[src/rtl/axis_rr_arbiter_if.sv]
`default_nettype none
// ============================================================================
// Module : axis_rr_arbiter_if
// Brief  : Four requester AXI-Stream slices plus the shared master stream.
// Rev    : 1.0  initial release
// ============================================================================
interface axis_rr_arbiter_if #(
    parameter int n = 4
);
    logic [3:0]       s_tvalid;
    logic [3:0]       s_tready;
    logic [4*8*n-1:0] s_tdata;
    logic [4*n-1:0]   s_tstrb;
    logic [4*n-1:0]   s_tkeep;
    logic [3:0]       s_tlast;

    logic             m_tvalid;
    logic             m_tready;
    logic [8*n-1:0]   m_tdata;
    logic [n-1:0]     m_tstrb;
    logic [n-1:0]     m_tkeep;
    logic             m_tlast;
    logic [1:0]       m_tdest;

    // The arbiter owns the master stream and the requester ready lines.
    modport master (
        input  s_tvalid, s_tdata, s_tstrb, s_tkeep, s_tlast, m_tready,
        output s_tready, m_tvalid, m_tdata, m_tstrb, m_tkeep, m_tlast, m_tdest
    );

    modport slave (
        output s_tvalid, s_tdata, s_tstrb, s_tkeep, s_tlast, m_tready,
        input  s_tready, m_tvalid, m_tdata, m_tstrb, m_tkeep, m_tlast, m_tdest
    );
endinterface

`default_nettype wire

[src/rtl/axis_rr_arbiter.sv]
`default_nettype none
// ============================================================================
// Module : axis_rr_arbiter
// Brief  : Packet-granular round-robin arbiter, 4 AXI-Stream requesters -> 1.
// Rev    : 1.0  initial release
// ============================================================================
module axis_rr_arbiter #(
    parameter int n = 4
) (
    input  wire logic         aclk,
    input  wire logic         aresetn,
    axis_rr_arbiter_if.master axis,
    output logic              busy,
    output logic [15:0]       pkt_count
);
    localparam int c_dw = 8 * n;

    typedef enum logic [0:0] {
        IDLE  = 1'b0,
        GRANT = 1'b1
    } state_t;

    state_t      r_state;
    logic [1:0]  r_grant;
    logic [1:0]  r_ptr;
    logic [15:0] r_pkt_count;

    logic [1:0]  w_pick;
    logic        w_xfer;
    logic        w_last;

    // Scan from the highest offset down so the requester closest to r_ptr wins.
    always_comb begin
        w_pick = r_ptr;
        for (int i = 3; i >= 0; i--) begin
            if (axis.s_tvalid[r_ptr + 2'(i)]) begin
                w_pick = r_ptr + 2'(i);
            end
        end
    end

    assign axis.m_tvalid = (r_state == GRANT) && axis.s_tvalid[r_grant];
    assign axis.s_tready = (r_state == GRANT) ? (4'(axis.m_tready) << r_grant) : 4'b0000;
    assign axis.m_tdata  = axis.s_tdata[r_grant * c_dw +: c_dw];
    assign axis.m_tstrb  = axis.s_tstrb[r_grant * n +: n];
    assign axis.m_tkeep  = axis.s_tkeep[r_grant * n +: n];
    assign axis.m_tlast  = axis.s_tlast[r_grant];
    assign axis.m_tdest  = r_grant;

    assign busy      = (r_state == GRANT);
    assign pkt_count = r_pkt_count;

    assign w_xfer = axis.m_tvalid && axis.m_tready;
    assign w_last = axis.s_tlast[r_grant];

    always_ff @(posedge aclk or negedge aresetn) begin
        if (!aresetn) begin
            r_state     <= IDLE;
            r_grant     <= 2'd0;
            r_ptr       <= 2'd0;
            r_pkt_count <= 16'd0;
        end else begin
            case (r_state)
                IDLE: begin
                    if (|axis.s_tvalid) begin
                        r_grant <= w_pick;
                        r_state <= GRANT;
                    end
                end
                GRANT: begin
                    // Grant is held until the tail beat handshakes.
                    if (w_xfer && w_last) begin
                        r_state     <= IDLE;
                        r_ptr       <= r_grant + 2'd1;
                        r_pkt_count <= r_pkt_count + 16'd1;
                    end
                end
                default: r_state <= IDLE;
            endcase
        end
    end
endmodule

`default_nettype wire
[src/flat_wrapper.sv]
// flat-port wrapper written by rule: the top's interface ports become plain ports
module axis_rr_arbiter_flat 
#(
    parameter int n = 4
)
  (aclk, aresetn, busy, pkt_count, axis_s_tvalid, axis_s_tdata, axis_s_tstrb, axis_s_tkeep, axis_s_tlast, axis_m_tready, axis_s_tready, axis_m_tvalid, axis_m_tdata, axis_m_tstrb, axis_m_tkeep, axis_m_tlast, axis_m_tdest);
  axis_rr_arbiter_if #(.n(n)) axis_i ();
  input  wire logic aclk;
  input  wire logic aresetn;
  output logic busy;
  output logic [15:0] pkt_count;
  input wire logic [$bits(axis_i.s_tvalid)-1:0] axis_s_tvalid;
  input wire logic [$bits(axis_i.s_tdata)-1:0] axis_s_tdata;
  input wire logic [$bits(axis_i.s_tstrb)-1:0] axis_s_tstrb;
  input wire logic [$bits(axis_i.s_tkeep)-1:0] axis_s_tkeep;
  input wire logic [$bits(axis_i.s_tlast)-1:0] axis_s_tlast;
  input wire logic [$bits(axis_i.m_tready)-1:0] axis_m_tready;
  output wire logic [$bits(axis_i.s_tready)-1:0] axis_s_tready;
  output wire logic [$bits(axis_i.m_tvalid)-1:0] axis_m_tvalid;
  output wire logic [$bits(axis_i.m_tdata)-1:0] axis_m_tdata;
  output wire logic [$bits(axis_i.m_tstrb)-1:0] axis_m_tstrb;
  output wire logic [$bits(axis_i.m_tkeep)-1:0] axis_m_tkeep;
  output wire logic [$bits(axis_i.m_tlast)-1:0] axis_m_tlast;
  output wire logic [$bits(axis_i.m_tdest)-1:0] axis_m_tdest;
  assign axis_i.s_tvalid = axis_s_tvalid;
  assign axis_i.s_tdata = axis_s_tdata;
  assign axis_i.s_tstrb = axis_s_tstrb;
  assign axis_i.s_tkeep = axis_s_tkeep;
  assign axis_i.s_tlast = axis_s_tlast;
  assign axis_i.m_tready = axis_m_tready;
  assign axis_s_tready = axis_i.s_tready;
  assign axis_m_tvalid = axis_i.m_tvalid;
  assign axis_m_tdata = axis_i.m_tdata;
  assign axis_m_tstrb = axis_i.m_tstrb;
  assign axis_m_tkeep = axis_i.m_tkeep;
  assign axis_m_tlast = axis_i.m_tlast;
  assign axis_m_tdest = axis_i.m_tdest;
  axis_rr_arbiter #(.n(n)) u_core (.aclk(aclk), .aresetn(aresetn), .axis(axis_i), .busy(busy), .pkt_count(pkt_count));
endmodule
[config.mk]
export PLATFORM = sky130hd
export DESIGN_NAME = axis_rr_arbiter_flat
export DESIGN_NICKNAME = d
export VERILOG_FILES = /design/src/rtl/axis_rr_arbiter_if.sv /design/src/rtl/axis_rr_arbiter.sv /design/src/flat_wrapper.sv
export SDC_FILE = /design/constraint.sdc
export NUM_CORES = 1
export LEC_CHECK = 0
export CORE_ASPECT_RATIO = 1.75
export CORE_MARGIN = 3
export CORE_UTILIZATION = 28
export DETAILED_ROUTE_END_ITERATION = 12
export GPL_ROUTABILITY_DRIVEN = 1
export GPL_TIMING_DRIVEN = 0
export PLACE_DENSITY = 0.82
export SYNTH_ARGS = -nofsm -noshare
export SYNTH_HDL_FRONTEND = slang
export SYNTH_SLANG_ARGS = --single-unit
export TNS_END_PERCENT = 100
[constraint.sdc]
create_clock -name aclk -period 1.95 [get_ports aclk]
set_input_delay 0.195 -clock aclk [delete_from_list [all_inputs] [get_ports aclk]]
set_output_delay 0.195 -clock aclk [all_outputs]
set_load 0.1 [all_outputs]
==> flow_summary.json <==
{
  "netlist_area_mm2": 0.00212,
  "yosys.area.top_type": "mux4_2",
  "drv_slew": 0,
  "multiInputGateArea_mm2": 0.00156,
  "hp-class": "register to register",
  "num_rows": 41,
  "antenna_found_initial": 2,
  "coreArea_mm2": 0.00728,
  "grtUsageTotal_pct": 24.2,
  "worst_hold_slack_ns": 0.466,
  "layout.nets": 582,
  "total_power_w": 0.00961,
  "syn_nets": 335,
  "dieArea_mm2": 0.00869,
  "start_kind": "register",
  "grt_pass1_vias": 2797,
  "clock_skew_ns": 0.00404,
  "drc": 0,
  "critPathSlowestCell": "mux4_2",
  "ctsHoldBuffers": 0,
  "start_util_pct": 29.1,
  "numCtsBuffers": 3,
  "pin_count": 236,
  "pre_cts_slack_ns": -0.921,
  "clk_pin_slew_ns": 0.06,
  "ir_drop_mv": 1.55,
  "worst_pin_slew_ns": 1.03,
  "cp_top_family": "multiplexers",
  "synth_seq_cells": 21,
  "avgSynthCellArea_um2": 13.0,
  "dpl.hpwl_um": 9290,
  "viasPerCell": 5.22,
  "crit_chain": "buf_12 > buf_12 > mux4_2 > buf_6",
  "status": "complete, no violations",
  "first_pass_iters": 4,
  "yosysTopAreaCellShare_pct": 43.6,
  "grt_pass1_wl_um": 15800,
  "die_h_um": 121,
  "clock.fmax_mhz": 517,
  "yosys_warnings": 0,
  "cp-end-kind": "primary output",
  "wl_per_cell_um": 22.3,
  "port_buffers": 235,
  "worstRegToRegCells": 7,
  "gp_congestion": 0.879,
  "syn_inst": 163,
  "path_depth": 4,
  "rsz0062_at_grt": "yes",
  "hold_start": "u_core.pkt_count[15]",
  "synth.distinct_cells": 30,
  "cts_tree": "done",
  "fillCellCount": 584,
  "finalSetupViolCount": 0,
  "r2r_start": "u_core.axis.m_tdest[0]",
  "path_common_cell": "buf_12",
  "worst_slack_ns": 0.0175,
  "cellLeakagePower_nw": 2.02,
  "critical_path_class": "register to primary output",
  "timing.final.crit_share_pct": 99.1,
  "drt_iter0_drc": 90,
  "drive_above_1_share_pct": 30.6,
  "cap_violations": 0,
  "final_cell_mix": "170 x clkdlybuf4s50_1, 41 x mux4_2, 37 x buf_6, 19 x dlygate4sd2_1, 17 x dfrtp_1",
  "num_vias": 2594,
  "grt_overflow": 0,
  "drt-total-wl_um": 11100,
  "cp_num_buf_inv": 3,
  "ant_nets": 0,
  "hold_viol_final": 0,
  "synth.area.top_cells": "mux4_2 44%, dfrtp_1 25%, xnor2_1 6.6%",
  "die_x_um": 71.8,
  "crit_path_max_incr_delay_ns": 0.53,
  "clkLatencyLatePin_ns": 0.25,
  "min_period_ns": 1.93,
  "cts-root-buf": "clkbuf_16",
  "clkSinkCount": 21,
  "grt_max_degree": 22,
  "htreeDepth": 1,
  "yosysSeqAreaShare_pct": 24.8,
  "cp.required_ns": 1.75,
  "cts_buffer_depth": 2,
  "syn_to_final_growth_pct": 132,
  "max_slew_margin_pct": 31.6,
  "critical_path.max_fanout": 10,
  "worstHoldPathCells": 1,
  "seqCellArea_um2": 536,
  "fin_cells": 497,
  "final_common_cell": "clkdlybuf4s50_1",
  "p_per_area_mw_per_mm2": 1950,
  "place_inst": 484,
  "worstSetupStartpoint": "u_core.axis.m_tdest[0]",
  "cp.arrival_ns": 1.74
}
-- Yosys cell counts --
library cell and n:
nand3b_1 1, o221ai_1 1, buf_4 1, nor2_1 7, mux2_4 1, and3_1 7, mux2i_1 6, nor3_1 4
a21oi_1 4, a21o_1 1, o21ai_0 2, nand4_1 8, nand2b_1 2, nor2b_1 2, o21a_1 1, nand2_4 1
mux4_2 41, and2_1 3, nand3_1 10, buf_6 2, buf_2 5, nand2_1 3, o22ai_4 1, and4_1 1
xnor2_1 16, dfrtp_1 21, ha_1 1, inv_1 5, o22ai_1 1, clkbuf_1 4
-- registers in the layout, summed over array words and instances (netlist names) --
name / cells
u_core.r_ptr: 2
u_core.pkt_count: 16
u_core.axis.m_tdest: 2
u_core.busy: 1
-- power by group --
group	internal, W	switching (W)	total (W)
combinational	0.00275	0.00576	0.00851
sequential	0.000549	0.000128	0.000677
clock	0.000275	0.000156	0.000431
-- through the flow --
stage / instance area, um2 / utilization (%) / setup TNS (ns)
final: 4920 / 67.5 / 0
after global routing: 4920 / 67.5 / -0.305
after CTS: 4790 / 65.7 / -0.0142
after detailed placement: 4650 / 63.8 / -31.33
after global placement: 4650 / 63.8 / -30.89
after floorplan: 2190 / - / -1.37
-- path summary, 6_finish.rpt --
path                                     endpoint  slack, ns
min in group asynchronous    u_core.pkt_count[13]       0.48
max in group asynchronous  u_core.axis.m_tdest[0]       0.76
max reg2reg                  u_core.pkt_count[13]       0.15
min                          u_core.pkt_count[15]       0.47
min reg2reg                  u_core.pkt_count[15]       0.47
max                              axis_m_tdata[15]       0.02
-- layer usage --
layer | share of wire (%) | track usage, %
met1 | 31 | 23.7
met2 | 55 | 46.4
met3 | 12 | 8.37
met4 | 2.0 | 6.94
met5 | 0 | 0
-- cell type report --
cell class              count  share of cell area, %
repair buffers            243                   50.2
multi-input cells         125                   31.6
flip-flops and latches     21                   10.9
plain buffers              11                   3.00
well taps                  86                   2.19
clock buffers               3                   1.53
inverters                   5                  0.382
clock inverters             1                  0.102
diodes                      2                  0.102
-- cell families (layout without fill, tap and decap cells) --
family,count (synthesis),in the layout,synth area share [%]
simple gates,49,49,12.9
flops,21,21,24.8
mux,48,48,47.1
other cells,0,2,0
buf+inv,17,263,4.19
compound gates,11,11,3.78
fa+ha+maj,1,1,0.591
xor+xnor,16,16,6.62
-- repair_timing --
item                       in CTS  in global routing
resized for setup             345                 13
setup buffers                   2                  4
gates cloned                    0                  2
setup endpoints to repair      65                 27
pin swaps                       0                  1
Note: power is estimated with default switching activity, not from simulation.
